File: config.mk
export PLATFORM = sky130hd
export DESIGN_NAME = parity_frame_arbiter
export DESIGN_NICKNAME = d
export VERILOG_FILES = /design/src/rtl/parity_frame_arbiter.sv
export SDC_FILE = /design/constraint.sdc
export NUM_CORES = 1
export LEC_CHECK = 0
export CELL_PAD_IN_SITES_DETAIL_PLACEMENT = 0
export CELL_PAD_IN_SITES_GLOBAL_PLACEMENT = 1
export CORE_ASPECT_RATIO = 0.8
export CORE_MARGIN = 2
export CORE_UTILIZATION = 31
export CTS_CLUSTER_DIAMETER = 30
export DETAILED_ROUTE_END_ITERATION = 16
export HOLD_SLACK_MARGIN = 0.02
export PLACE_DENSITY_LB_ADDON = 0.1
export SLEW_MARGIN = 20
export SYNTH_ARGS = -nofsm -noshare
export SYNTH_HDL_FRONTEND = slang
export SYNTH_SLANG_ARGS = --single-unit
File: constraint.sdc
create_clock -name clk -period 1.6 [get_ports clk]
set_input_delay 0.16 -clock clk [delete_from_list [all_inputs] [get_ports clk]]
set_output_delay 0.16 -clock clk [all_outputs]
set_load 0.01 [all_outputs]
File: src/rtl/parity_frame_arbiter.sv
// Round-robin arbiter feeding one shared serial parity generator: grants a requester,
// shifts its word out LSB-first and appends an even/odd parity beat.
module parity_frame_arbiter #(
    parameter int unsigned NREQ  = 4,
    parameter int unsigned WIDTH = 8,
    parameter int unsigned ODD   = 0,
    localparam int unsigned IDW  = (NREQ > 1) ? $clog2(NREQ) : 1
) (
    input  logic                    clk,
    input  logic                    rst_n,
    input  logic [NREQ-1:0]         req,
    input  logic [NREQ*WIDTH-1:0]   data_in,
    output logic [NREQ-1:0]         gnt,
    output logic                    busy,
    output logic                    ser_valid,
    output logic                    ser_out,
    output logic                    ser_last,
    input  logic                    ser_ready,
    output logic [IDW-1:0]          ser_id
);

    localparam int unsigned CW = $clog2(WIDTH);
    localparam logic OddBit = (ODD != 0);

    typedef enum logic [1:0] {StIdle, StData, StPar} state_e;

    state_e           state_q, state_d;
    logic [WIDTH-1:0] shift_q, shift_d;
    logic [CW-1:0]    cnt_q, cnt_d;
    logic             acc_q, acc_d;
    logic [IDW-1:0]   ptr_q, ptr_d;
    logic [IDW-1:0]   id_q, id_d;
    logic [NREQ-1:0]  gnt_q, gnt_d;

    logic [IDW-1:0]   sel;
    logic             sel_valid;
    logic [IDW-1:0]   ptr_next;
    logic             decide;

    // First asserted request at or after the pointer, wrapping around.
    always_comb begin
        int unsigned idx;
        idx       = 0;
        sel       = '0;
        sel_valid = 1'b0;
        for (int unsigned i = 0; i < NREQ; i++) begin
            idx = 32'(ptr_q) + i;
            if (idx >= NREQ) begin
                idx = idx - NREQ;
            end
            if (!sel_valid && req[idx]) begin
                sel       = IDW'(idx);
                sel_valid = 1'b1;
            end
        end
    end

    assign ptr_next = (sel == IDW'(NREQ - 1)) ? '0 : sel + IDW'(1);

    always_comb begin
        state_d = state_q;
        shift_d = shift_q;
        cnt_d   = cnt_q;
        acc_d   = acc_q;
        ptr_d   = ptr_q;
        id_d    = id_q;
        gnt_d   = '0;
        decide  = 1'b0;

        unique case (state_q)
            StIdle: begin
                decide = 1'b1;
            end
            StData: begin
                if (ser_ready) begin
                    acc_d   = acc_q ^ shift_q[0];
                    shift_d = shift_q >> 1;
                    cnt_d   = cnt_q + CW'(1);
                    if (cnt_q == CW'(WIDTH - 1)) begin
                        state_d = StPar;
                    end
                end
            end
            StPar: begin
                if (ser_ready) begin
                    decide  = 1'b1;
                    state_d = StIdle;
                    id_d    = '0;
                end
            end
            default: state_d = StIdle;
        endcase

        // A decision with a live request starts the next frame with no gap cycle.
        if (decide && sel_valid) begin
            state_d    = StData;
            gnt_d[sel] = 1'b1;
            shift_d    = data_in[32'(sel) * WIDTH +: WIDTH];
            id_d       = sel;
            ptr_d      = ptr_next;
            cnt_d      = '0;
            acc_d      = 1'b0;
        end
    end

    always_ff @(posedge clk or negedge rst_n) begin
        if (!rst_n) begin
            state_q <= StIdle;
            shift_q <= '0;
            cnt_q   <= '0;
            acc_q   <= 1'b0;
            ptr_q   <= '0;
            id_q    <= '0;
            gnt_q   <= '0;
        end else begin
            state_q <= state_d;
            shift_q <= shift_d;
            cnt_q   <= cnt_d;
            acc_q   <= acc_d;
            ptr_q   <= ptr_d;
            id_q    <= id_d;
            gnt_q   <= gnt_d;
        end
    end

    always_comb begin
        ser_out = 1'b0;
        if (state_q == StData) begin
            ser_out = shift_q[0];
        end else if (state_q == StPar) begin
            ser_out = acc_q ^ OddBit;
        end
    end

    assign gnt       = gnt_q;
    assign busy      = (state_q != StIdle);
    assign ser_valid = (state_q != StIdle);
    assign ser_last  = (state_q == StPar);
    assign ser_id    = id_q;

endmodule

Yosys cells after proc, flatten, opt, wreduce, memory -nomap -nowiden
Cells that the tools add are included.
{"block": "word_totals", "register_bits": 22, "latch_bits": 0, "mem_bits_rw": 0, "rom_bits": 0, "inputBits": 39, "mem_count": 0}
{"block": "op_classes", "add_sub_neg": 9, "mul": 0, "div": 0, "order_cmp": 10, "eq_ne": 8, "n_shift": 1, "n_mux": 44, "bitwise": 1, "reduce_logical": 16}
{"op": "$lt A32 B3 Y1 const B", "count": 4}
{"op": "$mux W32", "count": 4}
{"op": "$shiftx A32 B6 Y8", "count": 1}
{"op": "$mux W8", "count": 3}
{"op": "$mux W2", "count": 11}
{"op": "$mux W1", "count": 15}
{"op": "$sub A3 B3 Y4 const B", "count": 3}
{"op": "$ge A3 B3 Y1 const B", "count": 3}
{"op": "$mux W3", "count": 3}
{"op": "$bmux W1 S2", "count": 4}
{"op": "$reduce_bool A2 Y1", "count": 4}
{"op": "$add A2 B2 Y3 const B", "count": 2}
{"op": "$ne A3 B3 Y1 const B", "count": 2}
{"op": "$pmux W2 S3", "count": 1}
{"op": "$logic_and A1 B1 Y1", "count": 5}
{"op": "$eq A2 B2 Y1 const B", "count": 2}
{"op": "$mux W4", "count": 1}
{"op": "$reduce_and A2 Y1", "count": 2}
{"op": "$reduce_and A4 Y1", "count": 1}
{"op": "$sub A2 B3 Y4 const B", "count": 1}
{"op": "$add A2 B1 Y3 const B", "count": 1}
{"op": "$add A3 B1 Y3 const B", "count": 1}
{"op": "$eq A3 B3 Y1 const B", "count": 1}
{"op": "$ge A2 B3 Y1 const B", "count": 1}
{"op": "11 further kinds", "count": 13}

Longest topological paths before layout
Gate-level depths: netlist of run 1.
{"block": "logic_depth", "ltp_word": 19, "mapped_depth": 8}

Worst setup path after synthesis of run 1
OpenSTA, ideal clock, no wires.
{"block": "synth_timing", "kind": "register -> register", "from": "register ptr_q[1]", "to": "register ptr_q[1]", "t_arrival_ns": 1.649, "t_required_ns": 1.483, "path_slack_ns": -0.167, "path_stages_with_launch": 9, "path_buffers": 2, "path_cell_list": "dfrtp_1 -> mux2_1 -> o221ai_2 -> buf_6 -> buf_6 -> inv_2 -> ha_1 -> nand2_1 -> nand2_1"}
{"block": "synth_via", "elab_chain_cells": 16, "elab_cells_between_ends": 41, "cone_classes": "8 x add/sub; 4 x order compare; 1 x eq/ne; 21 x mux; 7 x reduce/logical"}
{"item": "start, declared", "line": "31", "source": "logic [IDW-1:0] ptr_q, ptr_d;"}
{"item": "start signal, assigned", "line": "120", "source": "ptr_q <= ptr_d;"}
{"item": "branches (longest 13 deep; another with $sub A3 B3 Y4)"}
{"item": "$mux W2 *", "line": "51", "source": "if (!sel_valid && req[idx]) begin"}
{"item": "$add A2 B1 Y2 / $eq A2 B2 Y1 (equally long branches)", "line": "58", "source": "assign ptr_next = (sel == IDW'(NREQ - 1)) ? '0 : sel + IDW'(1);"}
{"item": "$mux W2 *", "line": "58"}
{"item": "net ptr_next[1]", "line": "37", "source": "logic [IDW-1:0] ptr_next;"}
Mark *: on every way through the listed nets, which the timed path passes. The select of a mux whose other input is x is not followed.
A chain may end at the register's enable or synchronous reset.

Worst setup path in the final report of run 1
{"block": "layout_timing", "from": "register ptr_q[1]", "to": "register shift_q[1]"}
{"block": "layout_via", "elab_chain_cells": 17, "elab_cells_between_ends": 43, "cone_classes": "7 x add/sub; 4 x order compare; 1 x shift; 21 x mux; 10 x reduce/logical"}
{"item": "branches (longest 17 deep; another with $sub A3 B3 Y4)"}
{"item": "end signal, assigned", "line": "117", "source": "shift_q <= shift_d;"}
{"item": "end, declared", "line": "28", "source": "logic [WIDTH-1:0] shift_q, shift_d;"}
Several ways; the timed one is not identified. The select of a mux whose other input is x is not followed.

==> summary.txt, run 1 <==
GRT Util Overall - 0.162
Yosys reg bits - 22
Die area - 5180 um2
Fin. max-slew vios - 0
Relative slew slack - 0.777
P_int - 1.96 mW
Worst setup SP type - flop
Arrival @ worst endpoint - 1.89 ns
FP Rows - 22
Cell Pwr Density - 1260 nW/um2
Mapped Cells - 134
IO Pins - 49
CP Class - reg2reg
Outcome - complete, but fails checks
Root buffer cell - clkbuf_8
GRT overflow - 0
Final hold vios - 0
Initial Utilization - 0.317
Worst endpoint required time - 1.75 ns
Post-place setup slack - -0.452 ns
Routed Antenna Nets - 0
Post-synthesis cell area - 1430 um2
Final WL - 3910 um
Initial antenna violation count - 0
Core Region - 4510 um2
Die height - 64.8 um
Leakage Power - 1.03 nW
Sequential share of power - 0.297
Largest net degree at the start of global routing - 23
Fin worst setup slack - -0.145 ns
Diode count - 0
Unrepaired setup endpoints after global routing - yes
CTS buffer count - 3
CTS H-tree lvls - 1
First-pass GRT wire length - 6380 um
Remaining DRCs - 0
Total negative setup slack - -1.42 ns
Syn avg cell area - 10.7 um2
Routed len/inst - 14.6 um
Fmax - 0.573 GHz
Via Count - 1,312
Post-synthesis cell type count - 39
Number of max-cap violations - 0
Fillers - 434
Number of port buffers - 48
Hold slack - 0.223 ns
EDFF count, synth - 0
Crit path max fanout - 6
First drt pass iteration count - 4
Final setup fails - 13
Net switching power - 1.04 mW
Post-synth net total - 179
Number of global-route vias before repair - 1,365
Longest Clk Path Bufs - 2
Chip width - 79.9 um
Worst Max-Slew Pin Slew - 0.335 ns
Total power - 3.01 mW
Dpl hpwl - 2950 um
RD Place Congestion - 0.719
Final core occ - 0.530
Switching portion of total power - 0.347
Clk_lat worst skew - 0.28 ns
Clock share of power - 0.180
Clock Skews - 0.0113 ns
Hold Path Class - in2async
Area grow syn2layout - 67.3%
VDD IR max - 0.455 mV
Layout cells sized above 1 - 0.346
YS warnings - 0
Initial DRC Count - 35
Clock Sinks - 22
Post-synthesis sequential area ratio - 0.385
Async set-or-reset flop fraction in the synthesized netlist - 1.00
Failing checks - setup timing
CTS tree - done
CP endpoint kind - flop
Gate power share - 0.524
Predominant post-synthesis flop cell - dfrtp_1
Clock Pin Slew Worst Setup and Hold Paths - 0.09 ns
Via/cell ratio - 4.90
Post-CTS Hold Fix Bufs - 0
Minimum clock period - 1.75 ns
Final worst path period share - 1.09
Layout Nets - 254
==> path summary, 6_finish.rpt <==
| kind | slack, ns | start | endpoint | depth (start not counted) |
|---|---|---|---|---|
| max in group asynchronous | 1.14 | rst_n | acc_q | 2 |
| setup / recovery | -0.15 | ptr_q[1] | shift_q[1] | 5 |
| hold reg to reg | 0.49 | cnt_q[0] | cnt_q[0] | 1 |
| hold / removal | 0.22 | rst_n | gnt[0] | 2 |
| setup reg to reg | -0.15 | ptr_q[1] | shift_q[1] | 5 |
| min in group clk | 0.49 | cnt_q[0] | cnt_q[0] | 1 |
==> power groups by stage <==
stage / Clock, mW / Sequential (mW) / Combinational [mW]
after floorplan: 0 / 0.882 / 0.851
final: 0.540 / 0.892 / 1.57
after CTS: 0.555 / 0.897 / 1.42
after detailed placement: 0 / 0.909 / 1.35
after global placement: 0 / 0.896 / 1.31
after global routing: 0.574 / 0.922 / 1.71
==> cell type report <==
class / instances / area, um2 / share of cell area
clock buffer: 3 / 41.3 / 0.0173
clock inverter: 1 / 30.0 / 0.0126
inverter: 7 / 33.8 / 0.0141
multi-input combinational: 98 / 937 / 0.392
sequential: 22 / 551 / 0.230
tap: 60 / 75.1 / 0.0314
timing repair buffer: 77 / 724 / 0.303
==> through the flow <==
step	area, um2	std cells
floorplan	1480	134
global placement	2150	259
detailed placement	2150	259
CTS	2280	264
global route	2390	268
finish	2390	268
==> repair_timing <==
item | 4_1_cts | 5_1_grt
gates resized for setup | 19 | 16
pin swaps | 0 | 7
setup buffers | 1 | 3
setup endpoints to repair | 18 | 15
gates cloned | 0 | 1
==> cells in the final DEF, fill, tap and decap left out, types with 3 or more instances in the layout <==
master and instances:
clkdlybuf4s50_1 42, buf_4 26, mux2i_1 10, nand2_1 11, o21ai_0 3, inv_1 6
ha_1 4, dlygate4sd2_1 4, nor2_1 3, o22ai_1 4, dfrtp_1 22, a22oi_1 4
o221ai_2 6, nand2b_1 3, clkbuf_8 3, a21oi_1 3, mux2i_2 7
==> worst max-delay path: stages (launching register included) <==
cell and delay (ns):
dfrtp_1 0.44, mux2_4 0.33, o221ai_4 0.30, clkbuf_16 0.23, mux2i_2 0.22, o221ai_2 0.11
==> kinds of logic (layout without fill, tap and decap cells) <==
group | Yosys count | after routing | share of synthesized area
AND/OR/NAND/NOR | 37 | 37 | 0.144
flip-flops | 22 | 22 | 0.385
adder cells (fa/ha/maj) | 6 | 6 | 0.0525
buffers and inverters | 14 | 88 | 0.0612
multiplexers | 20 | 20 | 0.142
AO/OA/AOI/OAI | 35 | 35 | 0.215
==> sequential cells by signal, summed over array words and instances, names as in the netlist <==
name     flops
state_q      2
ptr_q        2
gnt          4
shift_q      8
ser_id       2
acc_q        1
cnt_q        3
==> metal layers <==
metal	vias to the layer above	routed length, um	track usage
li1	647	-	-
met5	-	0	0
met4	0	75	0.0657
met1	619	1870	0.221
met2	39	1810	0.259
met3	7	157	0.0223
==> cells in the mapped netlist, types with 2 or more instances <==
master	number	area, um2
a21oi_1	4	20.0
a221oi_1	3	26.3
a22o_1	2	17.5
a22oi_1	4	30.0
and2_1	4	25.0
buf_6	4	45.0
dfrtp_1	22	551
ha_1	6	75.1
inv_1	6	22.5
mux2i_1	18	180
nand2_1	12	45.0
nand2b_1	3	18.8
nand3_1	2	10.0
nor2_1	5	18.8
nor2b_1	2	12.5
nor3_1	2	10.0
o21ai_0	3	15.0
o21ai_1	2	10.0
o221ai_2	7	105
o22ai_1	4	25.0
Power figures use the tool's default switching activity.
==> inputs of run 2 (changes only) <==
- CTS_CLUSTER_DIAMETER: 30 -> not set
- SKIP_LAST_GASP: not set -> 1
- TNS_END_PERCENT: not set -> 20
==> summary.txt, run 2 (same netlist as run 1, synthesis figures left out) <==
Outcome - complete, but fails checks
Failing checks - setup timing
Final hold vios - 0
Number of port buffers - 48
Worst Max-Slew Pin Slew - 0.421 ns
FP Rows - 22
FF-to-FF End - shift_q[7]
Arrival @ worst endpoint - 1.85 ns
Layout cells sized above 1 - 0.298
Most common cell after layout, fill and taps aside - clkdlybuf4s50_1
Hold Path Class - in2async
Fin worst setup slack - -0.109 ns
Unrepaired setup endpoints after global routing - yes
Core Region - 4510 um2
Routed Antenna Nets - 0
CP Class - reg2reg
GRT overflow - 0
Most frequent cells in the layout - 42 x clkdlybuf4s50_1, 24 x buf_4, 22 x dfrtp_1
Initial DRC Count - 52
Clock Sinks - 22
Final worst path period share - 1.07
Post-DP Area - 2140 um2
Die area - 5180 um2
RD Place Congestion - 0.812
Critical R2R Launch - ptr_q[1]
Dpl hpwl - 2940 um
Area grow syn2layout - 60.8%
Largest delay share family, worst path - multiplexers
Slowest CP cell - dfrtp_1
WP buf/inv - 1
Root buffer cell - clkbuf_8
Final setup fails - 12
Clock Skews - 0.00347 ns
Die height - 64.8 um
IO Pins - 49
R2R depth - 5
Via/cell ratio - 4.87
VDD IR max - 0.448 mV
Finished Cell Area - 2300 um2
Initial Utilization - 0.317
Number of max-cap violations - 0
Layout Nets - 251
CTS tree - done
Fin. max-slew vios - 0
Max incr delay on CP - 0.43 ns
Final core occ - 0.509
Top reg by flops - shift_q
Diode count - 0
Longest Clk Path Bufs - 2
Leakage Power - 1.00 nW
First-pass GRT wire length - 6220 um
First drt pass iteration count - 3
Worst reg2reg setup slack - -0.11 ns
CTS buffer count - 3
GRT Util Overall - 0.156
Initial antenna violation count - 0
Total negative setup slack - -0.846 ns
Max reg flops - 8
CTS H-tree lvls - 1
Worst endpoint required time - 1.74 ns
Fmax - 0.585 GHz
Crit path max fanout - 14
Minimum clock period - 1.71 ns
Remaining DRCs - 0
Clock Pin Slew Worst Setup and Hold Paths - 0.08 ns
Largest net degree at the start of global routing - 23
Final WL - 3740 um
Post-CTS Hold Fix Bufs - 0
Via Count - 1,290
Routed len/inst - 14.1 um
Relative slew slack - 0.717
CP endpoint kind - flop
Number of global-route vias before repair - 1,325
Critical-path cell list - mux2_4 > o221ai_4 > buf_12 > mux2i_2 > o221ai_2
Cell Pwr Density - 1190 nW/um2
Chip width - 79.9 um
Worst setup SP type - flop
Clk_lat worst skew - 0.26 ns
[run 2: cell types whose count changed in the layout (fill, tap and decap cells not counted), moves of 2 or more]
cell	change
buf_4	-2
and2_1	+2
and2_4	-2
mux2i_1	+2
mux2i_2	-2
[run 2: worst reg2reg max path: stages (launching register included)]
cell and delay (ns):
dfrtp_1 0.43, mux2_4 0.33, o221ai_4 0.24, buf_12 0.20, mux2i_2 0.28, o221ai_2 0.11
[run 2: what timing repair did]
item,CTS,global route
resized for setup,9,17
setup buffers,1,1
setup endpoints to repair,20,21
pin swaps,0,1
gates cloned,0,0
[run 2: per-stage QoR]
step	power, mW	worst slack [ns]	hold slack [ns]	instances
global route	2.96	-0.184	0.275	265
detailed placement	2.24	-0.434	0.468	259
finish	2.74	-0.109	0.240	265
global placement	2.20	-0.378	0.463	259
CTS	2.67	-0.161	0.252	264
floorplan	1.71	-0.0977	-0.136	134
[run 2: final cells by class]
class	count	area [um2]
well taps	60	75.1
repair buffers	74	692
clock buffers	4	55.1
flip-flops and latches	22	551
fillers	433	2210
multi-input cells	98	896
inverters	7	31.3
[run 2: routing by layer]
metal	up-vias	wire (um)	GRT usage
li1	639	-	-
met1	611	1760	0.210
met2	38	1720	0.249
met3	2	243	0.0474
met4	0	22	0.0318
met5	-	0	0
[run 2: worst max-delay path by stage]
stage / from / endpoint / slack [ns] / cells after the start
after floorplan: ptr_q[1] / ptr_q[1] / -0.1 / 8
after global placement: req[2] / shift_q[7] / -0.38 / 6
after detailed placement: req[2] / gnt[1] / -0.43 / 8
after CTS: ptr_q[1] / shift_q[6] / -0.16 / 5
after global routing: req[1] / shift_q[6] / -0.18 / 6
final: ptr_q[1] / shift_q[7] / -0.11 / 5
[run 2: power breakdown]
group | leakage (nW) | switching [mW] | internal [mW]
Clock | 0.0288 | 0.184 | 0.219
Combinational | 0.699 | 0.651 | 0.799
Sequential | 0.274 | 0.134 | 0.755
